[src/rtl/marks_bank.sv]
// Multi-section mark store with a sequential wrap-around search for the first unmarked position.
// Optional per-section population counters are compiled in when MARKS_COUNT_EN is defined.
module marks_bank #(
  parameter int SECTION_SIZE = 19,
  parameter int NUM_SECTIONS = 4,
  parameter int SEC_W        = 2,
  parameter int IDX_W        = 5
) (
  input  logic                                 clk,
  input  logic                                 reset,
  input  logic                                 upd_valid,
  output logic                                 upd_ready,
  input  logic                                 upd_clear,
  input  logic [SEC_W-1:0]                     upd_section,
  input  logic [3:0]                           upd_num_window,
  input  logic [2:0]                           upd_window_position,
  output logic                                 upd_err,
  input  logic                                 scan_start,
  input  logic [SEC_W-1:0]                     scan_section,
  input  logic [IDX_W-1:0]                     scan_from,
  output logic                                 scan_done,
  output logic                                 scan_found,
  output logic [IDX_W-1:0]                     scan_index,
  output logic [IDX_W:0]                       mark_count,
  output logic [NUM_SECTIONS*SECTION_SIZE-1:0] marks
);

  typedef enum logic [1:0] {ST_IDLE = 2'd0, ST_SCAN = 2'd1, ST_DONE = 2'd2} state_t;

  localparam logic [IDX_W-1:0] LAST_IDX = IDX_W'(SECTION_SIZE - 1);

  state_t                  state_r, state_nxt_s;
  logic [SECTION_SIZE-1:0] mem_r [NUM_SECTIONS];
  logic [SEC_W-1:0]        sec_r;
  logic                    sec_ok_r;
  logic [IDX_W-1:0]        from_r, ptr_r, steps_r, index_r;
  logic                    found_r, done_r, err_r, ready_r;
  logic [4:0]              upd_idx_s;
  logic                    upd_fire_s, upd_ok_s, scan_sec_ok_s, cur_bit_s, last_step_s;
  logic [IDX_W-1:0]        scan_from_eff_s;

  assign upd_idx_s       = {1'b0, upd_num_window} + {2'b00, upd_window_position};
  assign upd_fire_s      = upd_valid && (state_r == ST_IDLE);
  assign upd_ok_s        = (int'(upd_section) < NUM_SECTIONS) && (int'(upd_idx_s) < SECTION_SIZE);
  assign scan_sec_ok_s   = int'(scan_section) < NUM_SECTIONS;
  assign scan_from_eff_s = (int'(scan_from) < SECTION_SIZE) ? scan_from : {IDX_W{1'b0}};
  assign cur_bit_s       = mem_r[sec_r][ptr_r];
  assign last_step_s     = (steps_r == LAST_IDX);

  assign upd_ready  = ready_r;
  assign upd_err    = err_r;
  assign scan_done  = done_r;
  assign scan_found = found_r;
  assign scan_index = index_r;

  for (genvar g = 0; g < NUM_SECTIONS; g++) begin : g_marks
    assign marks[g*SECTION_SIZE +: SECTION_SIZE] = mem_r[g];
  end

  // Scan FSM next-state decode.
  always_comb begin
    state_nxt_s = state_r;
    case (state_r)
      ST_IDLE: begin
        if (scan_start) begin
          state_nxt_s = scan_sec_ok_s ? ST_SCAN : ST_DONE;
        end else begin
          state_nxt_s = ST_IDLE;
        end
      end
      ST_SCAN: begin
        if (!cur_bit_s || last_step_s) begin
          state_nxt_s = ST_DONE;
        end else begin
          state_nxt_s = ST_SCAN;
        end
      end
      ST_DONE: state_nxt_s = ST_IDLE;
      default: state_nxt_s = ST_IDLE;
    endcase
  end

  // State register plus handshake/pulse outputs derived from it.
  always_ff @(posedge clk or negedge reset) begin
    if (!reset) begin
      state_r <= ST_IDLE;
      ready_r <= 1'b1;
      done_r  <= 1'b0;
      err_r   <= 1'b0;
    end else begin
      state_r <= state_nxt_s;
      ready_r <= (state_nxt_s == ST_IDLE);
      done_r  <= (state_r == ST_DONE);
      err_r   <= upd_fire_s && !upd_ok_s;
    end
  end

  // Mark storage; out-of-range updates complete the handshake but leave marks untouched.
  always_ff @(posedge clk or negedge reset) begin
    if (!reset) begin
      for (int s = 0; s < NUM_SECTIONS; s++) mem_r[s] <= {SECTION_SIZE{1'b0}};
    end else if (upd_fire_s && upd_ok_s) begin
      mem_r[upd_section][upd_idx_s] <= !upd_clear;
    end
  end

  // Scan pointer, step counter and result registers.
  always_ff @(posedge clk or negedge reset) begin
    if (!reset) begin
      sec_r    <= {SEC_W{1'b0}};
      sec_ok_r <= 1'b0;
      from_r   <= {IDX_W{1'b0}};
      ptr_r    <= {IDX_W{1'b0}};
      steps_r  <= {IDX_W{1'b0}};
      found_r  <= 1'b0;
      index_r  <= {IDX_W{1'b0}};
    end else begin
      case (state_r)
        ST_IDLE: begin
          if (scan_start) begin
            sec_r    <= scan_section;
            sec_ok_r <= scan_sec_ok_s;
            from_r   <= scan_from_eff_s;
            ptr_r    <= scan_from_eff_s;
            steps_r  <= {IDX_W{1'b0}};
            if (!scan_sec_ok_s) begin
              found_r <= 1'b0;
              index_r <= scan_from_eff_s;
            end
          end
        end
        ST_SCAN: begin
          if (!cur_bit_s) begin
            found_r <= 1'b1;
            index_r <= ptr_r;
          end else if (last_step_s) begin
            found_r <= 1'b0;
            index_r <= from_r;
          end else begin
            ptr_r   <= (ptr_r == LAST_IDX) ? {IDX_W{1'b0}} : ptr_r + IDX_W'(1);
            steps_r <= steps_r + IDX_W'(1);
          end
        end
        default: begin
        end
      endcase
    end
  end

`ifdef MARKS_COUNT_EN
  logic [IDX_W:0] cnt_r [NUM_SECTIONS];
  logic [IDX_W:0] count_r;

  // Population counters only move when the addressed bit actually changes.
  always_ff @(posedge clk or negedge reset) begin
    if (!reset) begin
      for (int s = 0; s < NUM_SECTIONS; s++) cnt_r[s] <= {(IDX_W+1){1'b0}};
    end else if (upd_fire_s && upd_ok_s) begin
      if (upd_clear && mem_r[upd_section][upd_idx_s]) begin
        cnt_r[upd_section] <= cnt_r[upd_section] - (IDX_W+1)'(1);
      end else if (!upd_clear && !mem_r[upd_section][upd_idx_s]) begin
        cnt_r[upd_section] <= cnt_r[upd_section] + (IDX_W+1)'(1);
      end
    end
  end

  // Snapshot of the scanned section's count, taken as the scan completes.
  always_ff @(posedge clk or negedge reset) begin
    if (!reset) begin
      count_r <= {(IDX_W+1){1'b0}};
    end else if (state_r == ST_DONE) begin
      count_r <= sec_ok_r ? cnt_r[sec_r] : {(IDX_W+1){1'b0}};
    end
  end

  assign mark_count = count_r;
`else
  assign mark_count = {(IDX_W+1){1'b0}};
`endif

endmodule
[config.mk]
export PLATFORM = sky130hd
export DESIGN_NAME = marks_bank
export DESIGN_NICKNAME = d
export VERILOG_FILES = /design/src/rtl/marks_bank.sv
export SDC_FILE = /design/constraint.sdc
export NUM_CORES = 1
export LEC_CHECK = 0
export BUFFER_PORTS_ARGS = -buffer_cell sky130_fd_sc_hd__buf_2
export CELL_PAD_IN_SITES_DETAIL_PLACEMENT = 2
export CELL_PAD_IN_SITES_GLOBAL_PLACEMENT = 2
export CORE_MARGIN = 2
export CORE_UTILIZATION = 38
export DETAILED_ROUTE_END_ITERATION = 8
export GPL_ROUTABILITY_DRIVEN = 1
export PLACE_DENSITY = 0.91
export SYNTH_ARGS = -nofsm -noshare
export SYNTH_HDL_FRONTEND = slang
export SYNTH_SLANG_ARGS = --single-unit
[constraint.sdc]
create_clock -name clk -period 7.32 [get_ports clk]
set_input_delay 1.464 -clock clk [delete_from_list [all_inputs] [get_ports clk]]
set_output_delay 1.464 -clock clk [all_outputs]
set_load 0.05 [all_outputs]
==> flow_metrics.tcl, run 1 <==
set metrics [dict create \
    critical_path_peak_fanout 22 \
    die_area_sq_um 15600 \
    max-vdd-ir-drop_mv 0.190 \
    max_clock_freq_mhz 237 \
    clk_pin_slew_worst_paths_ns 0.07 \
    cts_hold_buf 0 \
    worst-endpoint-required_ns 7.52 \
    dpl.cell_count 789 \
    power.density_nw_per_um2 420 \
    clock_insertion_delay_worst_skew_ns 0.36 \
    vias 4931 \
    synthesis.instances 535 \
    mostFrequentLayoutCell "sky130_fd_sc_hd__buf_2" \
    grt_overflow 0 \
    drtAntennaViolNets 0 \
    mostFrequentLayoutCells "sky130_fd_sc_hd__buf_2, sky130_fd_sc_hd__dfrtp_1, sky130_fd_sc_hd__o31ai_1" \
    ys_ff_latch 104 \
    cts-root-to-sink-buffers 2 \
    antenna_violations_before_repair 0 \
    placedInstanceArea_sq_um 6150 \
    post-cts-setup-buffers 0 \
    max_cap_violations 0 \
    timing.critical_path.arrival_ns 4.41 \
    cts-htree-levels 3 \
    category_of_the_worst_setup_path_launch_point "input port" \
    final_cell_area_sq_um 6480 \
    core_region_area_sq_um 14400 \
    detailedRoute.firstPassIterationCount 4 \
    netlist-cell-type-count 58 \
    via_count_of_the_first_global_routing_pass 5479 \
    track_usage_pct 25.4 \
    stdcell_count 805 \
    worstMarginPinSlew_ns 1.03 \
    avgViaCountPerCell 6.13 \
    run_status "completed" \
    number_of_design_rule_violations_left_after_detail_routing 0 \
    worst_slack_setup_final_ns 3.11 \
    port_buffers 105 \
    total_standard_cell_area_after_synthesis_sq_um 5550 \
    synth-seq-area-share_pct 46.9 \
    floorplan.die.height_um 125 \
    synth_async_sr_flop_share_pct 100 \
    fin_worst_skew_ns 0.0105 \
    fillCellCount 1563 \
    number_of_enable_flip_flop_cells_after_synthesis 0 \
    pin_count 112 \
    type_of_the_setup_path_with_the_least_slack "input port to flop" \
    final_layout_size_suffix_gt1_share_pct 25.6 \
    synth_flop_cell "sky130_fd_sc_hd__dfrtp_1" \
    die_width_um 125 \
    tritoncts_clock_tree "built" \
    clock_sink_count 104 \
    grt_first_pass_wirelength_um 31400 \
    fin_crit_sh_pct 57.5 \
    register_to_register_path_setup_slack_ns 4.08 \
    clock-root-buffer "sky130_fd_sc_hd__clkbuf_16" \
    final_net_count 645 \
    wl_um 19700 \
    cts-resized-gates 0 \
    min_delay_path_class "flop to flop" \
    final-max-slew-violation-count 0 \
    hold_viol 0 \
    core.rowCount 44 \
    synthesized_area_divided_by_synthesized_cell_count_sq_um 10.4 \
    start_util_pct 38.5 \
    unrepaired_setup_endpoints_after_global_routing "false" \
    setup.worst_path.end_class "flop" \
    leakagePower_nw 2.98 \
    grt_max_degree 79 \
    setup_viol 0 \
    power_mw 2.72 \
    ant_cells 0 \
    maxSlewHeadroom_pct 31.3 \
    area_added_between_synthesis_and_finish_pct 16.8 \
    detailed_place_hpwl_um 13600 \
    dpl_worst_slack_ns 2.54 \
    finalCriticalPeriod_ns 4.21 \
    totalNegativeSetupSlack_ns 0 \
    tritoncts.num_buffers 9 \
    globalplace.congestion 0.825 \
    drt_iter0_drc 338 \
    post_drt_wl_per_cell_um 24.5 \
    synthesis.yosys.warnings 0 \
]
-- flip-flops by register name (all words and copies together) (netlist names) --
| name | flops |
|---|---|
| marks | 76 |
| from_r | 5 |
| ptr_r | 5 |
| scan_index | 5 |
| steps_r | 5 |
| sec_r | 2 |
| state_r | 2 |
| scan_done | 1 |
| scan_found | 1 |
| upd_err | 1 |
| upd_ready | 1 |
-- cell type report --
cell class,instances,area [sq um],area share [%]
clock buffer,11,243,3.74
clock inverter,5,80.1,1.24
inverter,4,15.0,0.232
multi-input combinational,386,2740,42.2
sequential,104,2600,40.2
tap,184,230,3.55
timing repair buffer,111,573,8.84
-- power breakdown --
group | internal, mW | switching, mW
Combinational | 0.398 | 0.908
Sequential | 0.723 | 0.165
Clock | 0.309 | 0.221
-- critical path: stages --
cell and delay [ns]:
sky130_fd_sc_hd__buf_2 0.10, sky130_fd_sc_hd__ha_1 0.24, sky130_fd_sc_hd__fa_1 0.62, sky130_fd_sc_hd__nand2_1 0.19, sky130_fd_sc_hd__nor2_1 0.08, sky130_fd_sc_hd__o21a_1 0.27, sky130_fd_sc_hd__or4b_1 0.94, sky130_fd_sc_hd__o21ai_0 0.37
sky130_fd_sc_hd__o31ai_1 0.13
-- metal layers --
metal,vias to the layer above,global-route usage [%],wire length [um]
li1,2185,-,-
met1,2590,31.4,8140
met2,133,45.3,10400
met3,23,4.55,770
met4,0,7.84,359
met5,-,0,0
-- cell families (layout without fill, tap and decap cells) --
family / Yosys count / after routing / synth area share (%)
AOI/OAI and AO/OA: 206 / 206 / 23.8
buffers and inverters: 50 / 131 / 4.22
adders and majority gates: 8 / 8 / 1.94
other: 1 / 6 / 0.0676
xor gates and xnor gates: 3 / 3 / 0.474
muxes: 32 / 32 / 9.79
DFF: 104 / 104 / 46.9
and+or+nand+nor: 131 / 131 / 12.8
-- Yosys cell counts (2+ instances only) --
cell / number / area (sq um)
sky130_fd_sc_hd__o21a_1: 3 / 22.5
sky130_fd_sc_hd__buf_4: 7 / 52.6
sky130_fd_sc_hd__nand2b_1: 4 / 25.0
sky130_fd_sc_hd__nor2b_1: 9 / 56.3
sky130_fd_sc_hd__dfrtp_1: 103 / 2580
sky130_fd_sc_hd__a211oi_1: 3 / 22.5
sky130_fd_sc_hd__o21ai_1: 13 / 65.1
sky130_fd_sc_hd__mux2_2: 2 / 22.5
sky130_fd_sc_hd__mux2_1: 2 / 22.5
sky130_fd_sc_hd__nor4b_1: 3 / 26.3
sky130_fd_sc_hd__ha_1: 7 / 87.6
sky130_fd_sc_hd__mux4_2: 17 / 383
sky130_fd_sc_hd__nor4_2: 3 / 37.5
sky130_fd_sc_hd__a211o_1: 6 / 52.6
sky130_fd_sc_hd__nor2_1: 20 / 75.1
sky130_fd_sc_hd__o22a_1: 2 / 17.5
sky130_fd_sc_hd__inv_1: 2 / 7.51
sky130_fd_sc_hd__inv_2: 2 / 7.51
sky130_fd_sc_hd__o22ai_1: 6 / 37.5
sky130_fd_sc_hd__a2bb2oi_1: 3 / 26.3
sky130_fd_sc_hd__o31ai_1: 49 / 368
sky130_fd_sc_hd__o21ai_0: 38 / 190
sky130_fd_sc_hd__clkbuf_1: 33 / 124
sky130_fd_sc_hd__nand2_1: 48 / 180
sky130_fd_sc_hd__buf_6: 2 / 22.5
sky130_fd_sc_hd__a21o_1: 2 / 15.0
sky130_fd_sc_hd__nor3_1: 8 / 40.0
sky130_fd_sc_hd__and2_1: 3 / 18.8
sky130_fd_sc_hd__nor3b_1: 8 / 60.1
sky130_fd_sc_hd__a31oi_1: 32 / 200
sky130_fd_sc_hd__buf_2: 4 / 20.0
sky130_fd_sc_hd__or4b_1: 2 / 20.0
sky130_fd_sc_hd__a21oi_1: 41 / 205
sky130_fd_sc_hd__and3_1: 2 / 12.5
sky130_fd_sc_hd__mux2i_1: 10 / 100
sky130_fd_sc_hd__nand3_1: 9 / 45.0
sky130_fd_sc_hd__xor2_1: 2 / 17.5
sky130_fd_sc_hd__nand3b_1: 5 / 37.5
-- final timing paths --
| kind | depth (start not counted) | to | from |
|---|---|---|---|
| max in group asynchronous | 2 | marks[24]$_DFFE_PN0P_ | reset |
| min in group asynchronous | 1 | marks[59]$_DFFE_PN0P_ | reset |
| min | 1 | scan_done$_DFF_PN0_ | state_r[0]$_DFF_PN0_ |
| max | 9 | marks[22]$_DFFE_PN0P_ | upd_num_window[0] |
| max reg2reg | 8 | ptr_r[0]$_DFFE_PN0P_ | sec_r[0]$_DFFE_PN0P_ |
| min reg2reg | 1 | scan_done$_DFF_PN0_ | state_r[0]$_DFF_PN0_ |
-- stage by stage --
stage	hold WS, ns	util (%)
after floorplan	0.440	-
after global placement	0.454	42.7
after detailed placement	0.473	42.7
after CTS	0.481	44.9
after global routing	0.526	45.0
final	0.481	45.0
Note: power is estimated with default switching activity, not from simulation.
==> run 2, diff against run 1 <==
--- a/config.mk
+++ b/config.mk
@@ -5,14 +5,15 @@
 export SDC_FILE = /design/constraint.sdc
 export NUM_CORES = 1
 export LEC_CHECK = 0
+export ABC_AREA = 1
 export BUFFER_PORTS_ARGS = -buffer_cell sky130_fd_sc_hd__buf_2
 export CELL_PAD_IN_SITES_DETAIL_PLACEMENT = 2
 export CELL_PAD_IN_SITES_GLOBAL_PLACEMENT = 2
 export CORE_MARGIN = 2
-export CORE_UTILIZATION = 38
+export CORE_UTILIZATION = 31
 export DETAILED_ROUTE_END_ITERATION = 8
 export GPL_ROUTABILITY_DRIVEN = 1
-export PLACE_DENSITY = 0.91
+export PLACE_DENSITY = 0.84
 export SYNTH_ARGS = -nofsm -noshare
 export SYNTH_HDL_FRONTEND = slang
 export SYNTH_SLANG_ARGS = --single-unit
==> constraint.sdc (replaced) <==
create_clock -name clk -period 4.3 [get_ports clk]
set_input_delay 0.86 -clock clk [delete_from_list [all_inputs] [get_ports clk]]
set_output_delay 0.86 -clock clk [all_outputs]
set_load 0.05 [all_outputs]
==> flow_metrics.tcl, run 2 <==
set metrics [dict create \
    run_status "completed" \
    detailedRoute.firstPassIterationCount 4 \
    setup_viol 0 \
    synthesis.instances 759 \
    fin_worst_skew_ns 0.00507 \
    synth_async_sr_flop_share_pct 100 \
    fillCellCount 2149 \
    number_of_enable_flip_flop_cells_after_synthesis 0 \
    drt_iter0_drc 338 \
    clock_sink_count 104 \
    start_util_pct 31.7 \
    core.rowCount 49 \
    die_area_sq_um 19500 \
    clk_pin_slew_worst_paths_ns 0.07 \
    die_width_um 140 \
    track_usage_pct 23.1 \
    max_cap_violations 0 \
    unrepaired_setup_endpoints_after_global_routing "false" \
    antenna_violations_before_repair 0 \
    timing.critical_path.arrival_ns 3.35 \
    vias 5708 \
    dpl_worst_slack_ns 0.841 \
    netSwitchingFraction_pct 52.8 \
    cts-htree-levels 3 \
    p_clk_share_pct 17.6 \
    synthesized_area_divided_by_synthesized_cell_count_sq_um 7.50 \
    area_added_between_synthesis_and_finish_pct 16.9 \
    share_comb_of_total_power_pct 51.2 \
    holdPathStages 1 \
    critical_path.reg2reg.startpoint "sec_r[1]$_DFFE_PN0P_" \
    avgViaCountPerCell 5.26 \
    worst_slack_setup_final_ns 1.18 \
    grt_max_degree 63 \
    mostFrequentLayoutCells "sky130_fd_sc_hd__nand2_1, sky130_fd_sc_hd__buf_2, sky130_fd_sc_hd__dfrtp_1" \
    final_layout_size_suffix_gt1_share_pct 17.2 \
    category_of_the_worst_setup_path_launch_point "input port" \
    final_core_util_pct 37.0 \
    dpl.cell_count 1068 \
    core_region_area_sq_um 18000 \
    final-max-slew-violation-count 0 \
    netlist-cell-type-count 37 \
    wl_um 21900 \
    hold_viol 0 \
    stdcell_count 1085 \
    synth_top_cell_area_share_pct 45.3 \
    leakagePower_nw 3.34 \
    floorplan.die.height_um 140 \
    maxSlewHeadroom_pct 45.1 \
    power.internal_mw 2.31 \
    seq_power_share_pct 31.2 \
    clock-root-buffer "sky130_fd_sc_hd__clkbuf_16" \
    post_drt_wl_per_cell_um 20.2 \
    seqCellArea_sq_um 2600 \
    multi_input_area_sq_um 2560 \
    synth_top_area_cell "sky130_fd_sc_hd__dfrtp_1" \
    hold_end "scan_done$_DFF_PN0_" \
    port_buffers 105 \
    worstMarginPinSlew_ns 0.819 \
    max-vdd-ir-drop_mv 0.313 \
    finalCriticalPeriod_ns 3.12 \
    final_net_count 879 \
    power_switching_mw 2.58 \
    placedInstanceArea_sq_um 6370 \
    yosys-top-cells-count "sky130_fd_sc_hd__nand2_1, sky130_fd_sc_hd__dfrtp_1, sky130_fd_sc_hd__nand3_1" \
    register_to_register_path_setup_slack_ns 1.50 \
    startpoint "upd_num_window[0]" \
    synth-seq-area-share_pct 45.7 \
    synth_flop_cell "sky130_fd_sc_hd__dfrtp_1" \
    max_reg_flops 76 \
    post-cts-setup-buffers 0 \
    synth.most_common_cell "sky130_fd_sc_hd__nand2_1" \
    worst-endpoint-required_ns 4.52 \
    final_cell_area_sq_um 6650 \
    grt_first_pass_wirelength_um 35000 \
    type_of_the_setup_path_with_the_least_slack "input port to flop" \
    critical_path_peak_fanout 22 \
    min_delay_path_class "flop to flop" \
    tritoncts_clock_tree "built" \
    via_count_of_the_first_global_routing_pass 6119 \
    cts-root-to-sink-buffers 2 \
    ys_ff_latch 104 \
    mostFrequentLayoutCell "sky130_fd_sc_hd__nand2_1" \
    globalplace.congestion 0.809 \
    pin_count 112 \
    fin_crit_sh_pct 72.7 \
    grt_overflow 0 \
    number_of_design_rule_violations_left_after_detail_routing 0 \
    tritoncts.num_buffers 9 \
    max_clock_freq_mhz 320 \
    detailed_place_hpwl_um 15200 \
    reg_to_reg_end "steps_r[2]$_DFFE_PN0P_" \
    clock_insertion_delay_worst_skew_ns 0.37 \
    cts_hold_buf 0 \
    timing.reg2reg.worst_path_depth 14 \
    totalNegativeSetupSlack_ns 0 \
    total_standard_cell_area_after_synthesis_sq_um 5690 \
    synth.area.top_cells "sky130_fd_sc_hd__dfrtp_1, sky130_fd_sc_hd__nand2_1, sky130_fd_sc_hd__nand3_1" \
    cts-resized-gates 0 \
    drtAntennaViolNets 0 \
    setup.worst_path.end_class "flop" \
    hp-start "state_r[0]$_DFF_PN0_" \
    power.density_nw_per_um2 734 \
    synthesis.yosys.warnings 0 \
]
[run 2: cell types whose count changed in the layout (fill, tap and decap cells not counted), moves of 17 or more]
cell / before / now
sky130_fd_sc_hd__mux4_2: 17 / 0
sky130_fd_sc_hd__nand2_1: 48 / 190
sky130_fd_sc_hd__o31ai_1: 49 / 0
sky130_fd_sc_hd__nand3_1: 9 / 77
sky130_fd_sc_hd__nor2_1: 20 / 76
sky130_fd_sc_hd__o21ai_0: 38 / 62
sky130_fd_sc_hd__inv_1: 2 / 73
[run 2: stage by stage]
step | power (mW) | hold WS [ns]
3_3_place_gp | 3.95 | 0.437
5_1_grt | 5.20 | 0.466
2_1_floorplan | 3.29 | 0.422
6_report | 4.88 | 0.448
4_1_cts | 4.91 | 0.456
3_5_place_dp | 4.04 | 0.445
[run 2: power groups by stage]
stage	Sequential, mW	Clock [mW]	Combinational [mW]
floorplan	2.17	0	1.12
global route	1.57	0.905	2.73
detailed placement	1.54	0	2.49
finish	1.52	0.858	2.50
global placement	1.53	0	2.42
CTS	1.53	0.856	2.53
[run 2: cells by family after synthesis]
family	synth area share, %
buffers and inverters	9.63
AOI/OAI and AO/OA	14.8
other	0.0659
and+or+nand+nor	26.8
adders and majority gates	1.89
DFF	45.7
xor gates and xnor gates	1.06
[run 2: final cells by class]
cell class / count / share of cell area (%)
Clock buffer: 12 / 3.55
Tap cell: 229 / 4.31
Inverter: 81 / 4.66
Clock inverter: 4 / 0.677
Multi-Input combinational cell: 538 / 38.5
Sequential cell: 104 / 39.1
Antenna cell: 1 / 0.0376
Timing Repair Buffer: 116 / 9.18
[run 2: how the worst max path moves through the flow]
stage | to | slack [ns]
after floorplan | marks[34]$_DFFE_PN0P_ | 1.52
after global placement | marks[17]$_DFFE_PN0P_ | 1.00
after detailed placement | marks[18]$_DFFE_PN0P_ | 0.84
after CTS | marks[18]$_DFFE_PN0P_ | 1.21
after global routing | marks[18]$_DFFE_PN0P_ | 0.99
final | marks[18]$_DFFE_PN0P_ | 1.18
[run 2: routing by layer]
layer  global-route usage [%]  share of wire [%]  vias to the layer above
li1                         -                  -                     2654
met1                     31.4                 45                     2927
met2                     38.5                 50                      106
met3                     2.72                3.1                       21
met4                     7.23                1.8                        0
met5                        0                  0                        -
[run 2: critical path, stage by stage]
cell                      delay [ns]
sky130_fd_sc_hd__buf_2          0.10
sky130_fd_sc_hd__ha_1           0.23
sky130_fd_sc_hd__fa_1           0.51
sky130_fd_sc_hd__nand2_1        0.25
sky130_fd_sc_hd__nand3_2        0.16
sky130_fd_sc_hd__a21oi_4        0.40
sky130_fd_sc_hd__nand2_4        0.14
sky130_fd_sc_hd__inv_2          0.36
sky130_fd_sc_hd__nand2_1        0.16
sky130_fd_sc_hd__nand2_1        0.10
sky130_fd_sc_hd__o21ai_0        0.08
==> run 3, diff against run 2 <==
--- a/config.mk
+++ b/config.mk
@@ -5,7 +5,7 @@
 export SDC_FILE = /design/constraint.sdc
 export NUM_CORES = 1
 export LEC_CHECK = 0
-export ABC_AREA = 1
+export ABC_AREA = 0
 export BUFFER_PORTS_ARGS = -buffer_cell sky130_fd_sc_hd__buf_2
 export CELL_PAD_IN_SITES_DETAIL_PLACEMENT = 2
 export CELL_PAD_IN_SITES_GLOBAL_PLACEMENT = 2
@@ -13,7 +13,7 @@
 export CORE_UTILIZATION = 31
 export DETAILED_ROUTE_END_ITERATION = 8
 export GPL_ROUTABILITY_DRIVEN = 1
-export PLACE_DENSITY = 0.84
+export PLACE_DENSITY = 0.8
 export SYNTH_ARGS = -nofsm -noshare
 export SYNTH_HDL_FRONTEND = slang
 export SYNTH_SLANG_ARGS = --single-unit
==> constraint.sdc (replaced) <==
create_clock -name clk -period 2.68 [get_ports clk]
set_input_delay 0.536 -clock clk [delete_from_list [all_inputs] [get_ports clk]]
set_output_delay 0.536 -clock clk [all_outputs]
set_load 0.05 [all_outputs]
==> flow_metrics.tcl, run 3 (synthesis gave the netlist of run 1 again) <==
set metrics [dict create \
    run_status "finished with violations" \
    violated_checks "setup timing" \
    clock_insertion_delay_worst_skew_ns 0.36 \
    cts-root-to-sink-buffers 2 \
    via_count_of_the_first_global_routing_pass 5571 \
    wl_um 20200 \
    mostFrequentLayoutCells "sky130_fd_sc_hd__buf_2, sky130_fd_sc_hd__dfrtp_1, sky130_fd_sc_hd__o31ai_1, sky130_fd_sc_hd__buf_4, sky130_fd_sc_hd__nand2_1" \
    final_cell_area_sq_um 7090 \
    post_drt_wl_per_cell_um 22.5 \
    area_added_between_synthesis_and_finish_pct 27.8 \
    worst_slack_setup_final_ns -0.0643 \
    final_core_util_pct 40.7 \
    max-vdd-ir-drop_mv 0.481 \
    type_of_the_setup_path_with_the_least_slack "flop to flop" \
    port_buffers 105 \
    vias 5069 \
    worst-endpoint-required_ns 2.92 \
    pin_count 112 \
    timing.critical_path.max_delay_family "multiplexers" \
    path_cells "buf_12, mux4_2, mux2_4, o2bb2ai_4, nor4_2, or3_4, and2_2, o311a_1" \
    avgViaCountPerCell 5.64 \
    critical_path_peak_fanout 14 \
    cp_slowest_stage_delay_ns 0.54 \
    drtAntennaViolNets 0 \
    max_reg_flops 76 \
    die_area_sq_um 19000 \
    tritoncts.num_buffers 9 \
    finalCriticalPeriod_ns 2.74 \
    grt_overflow 0 \
    detailedRoute.firstPassIterationCount 4 \
    number_of_design_rule_violations_left_after_detail_routing 0 \
    crit_cells 8 \
    max_clock_freq_mhz 364 \
    timing.critical_path.arrival_ns 2.98 \
    final-max-slew-violation-count 0 \
    maxSlewHeadroom_pct 51.8 \
    ant_cells 0 \
    grt_first_pass_wirelength_um 32200 \
    tritoncts_clock_tree "built" \
    timing.reg2reg.worst_path_depth 8 \
    final_net_count 697 \
    fin_crit_sh_pct 102 \
    leakagePower_nw 3.27 \
    timing.critical_path.slowest_stage_cell "sky130_fd_sc_hd__mux4_2" \
    worstMarginPinSlew_ns 0.722 \
    min_delay_path_class "input port to async pin" \
    die_width_um 138 \
    cts_hold_buf 0 \
    fillCellCount 1895 \
    clock_sink_count 104 \
    grt_max_degree 52 \
    max_cap_violations 0 \
    antenna_violations_before_repair 0 \
    floorplan.die.height_um 138 \
    cts-htree-levels 3 \
    placedInstanceArea_sq_um 6730 \
    clk_pin_slew_worst_paths_ns 0.07 \
    power_mw 7.81 \
    fin_worst_skew_ns 0.0113 \
    detailed_place_hpwl_um 14700 \
    start_util_pct 31.9 \
    setup_viol 8 \
    drt_iter0_drc 241 \
    hold_viol 0 \
    power.density_nw_per_um2 1100 \
    mostFrequentLayoutCell "sky130_fd_sc_hd__buf_2" \
    unrepaired_setup_endpoints_after_global_routing "true" \
    setup.worst_path.end_class "flop" \
    globalplace.congestion 0.794 \
    critPathBufInv 1 \
    final_layout_size_suffix_gt1_share_pct 33.6 \
    core.rowCount 48 \
    track_usage_pct 22.3 \
    core_region_area_sq_um 17400 \
    category_of_the_worst_setup_path_launch_point "flop" \
    clock-root-buffer "sky130_fd_sc_hd__clkbuf_16" \
]
## run 3: where the power goes
group / internal [mW] / switching [mW] / total [mW] / leakage, nW
Combinational: 1.54 / 2.64 / 4.18 / 1.75
Clock: 0.659 / 0.596 / 1.25 / 0.123
Sequential: 1.98 / 0.403 / 2.38 / 1.39
Total: 4.18 / 3.64 / 7.81 / 3.27
## run 3: worst paths after layout
kind	slack (ns)	startpoint	to
max in group asynchronous	1.72	reset	upd_ready$_DFF_PN1_
min	0.23	reset	marks[60]$_DFFE_PN0P_
min in group clk	0.40	scan_section[0]	sec_r[0]$_DFFE_PN0P_
max	-0.06	sec_r[0]$_DFFE_PN0P_	ptr_r[3]$_DFFE_PN0P_
min reg2reg	0.49	state_r[0]$_DFF_PN0_	scan_done$_DFF_PN0_
max reg2reg	-0.06	sec_r[0]$_DFFE_PN0P_	ptr_r[3]$_DFFE_PN0P_
## run 3: repair_timing
action | in CTS | in global routing
endpoints found under the setup margin | 15 | 21
resized for setup | 6 | 9
buffers inserted | 3 | 0
## run 3: layer usage
layer	vias up	wire, um	GRT usage (%)
li1	2282	-	-
met1	2673	8680	28.0
met2	94	10700	39.7
met3	20	620	3.97
met4	0	248	5.67
met5	-	0	0
## run 3: cell type report
class / instances / area (sq um) / share of cell area, %
Clock buffer: 14 / 254 / 3.58
Sequential cell: 104 / 2610 / 36.7
Inverter: 4 / 15.0 / 0.212
Timing Repair Buffer: 163 / 1090 / 15.3
Tap cell: 225 / 282 / 3.97
Multi-Input combinational cell: 386 / 2840 / 40.0
Clock inverter: 2 / 15.0 / 0.212
## run 3: metrics by stage
stage	hold WS (ns)	std cells	TNS, ns	setup WS, ns
after global routing	0.264	898	-1.40	-0.141
after detailed placement	0.482	879	-6.43	-0.246
after floorplan	0.240	540	0	0.00509
after CTS	0.243	898	-0.624	-0.0801
after global placement	0.455	879	-1.70	-0.109
final	0.229	898	-0.383	-0.0643
## run 3: worst reg2reg max path: stages, from the launching register on
cell                        delay [ns]
sky130_fd_sc_hd__dfrtp_1          0.38
sky130_fd_sc_hd__buf_12           0.18
sky130_fd_sc_hd__mux4_2           0.56
sky130_fd_sc_hd__mux2_4           0.29
sky130_fd_sc_hd__o2bb2ai_4        0.14
sky130_fd_sc_hd__nor4_2           0.07
sky130_fd_sc_hd__or3_4            0.46
sky130_fd_sc_hd__and2_2           0.24
sky130_fd_sc_hd__o311a_1          0.29
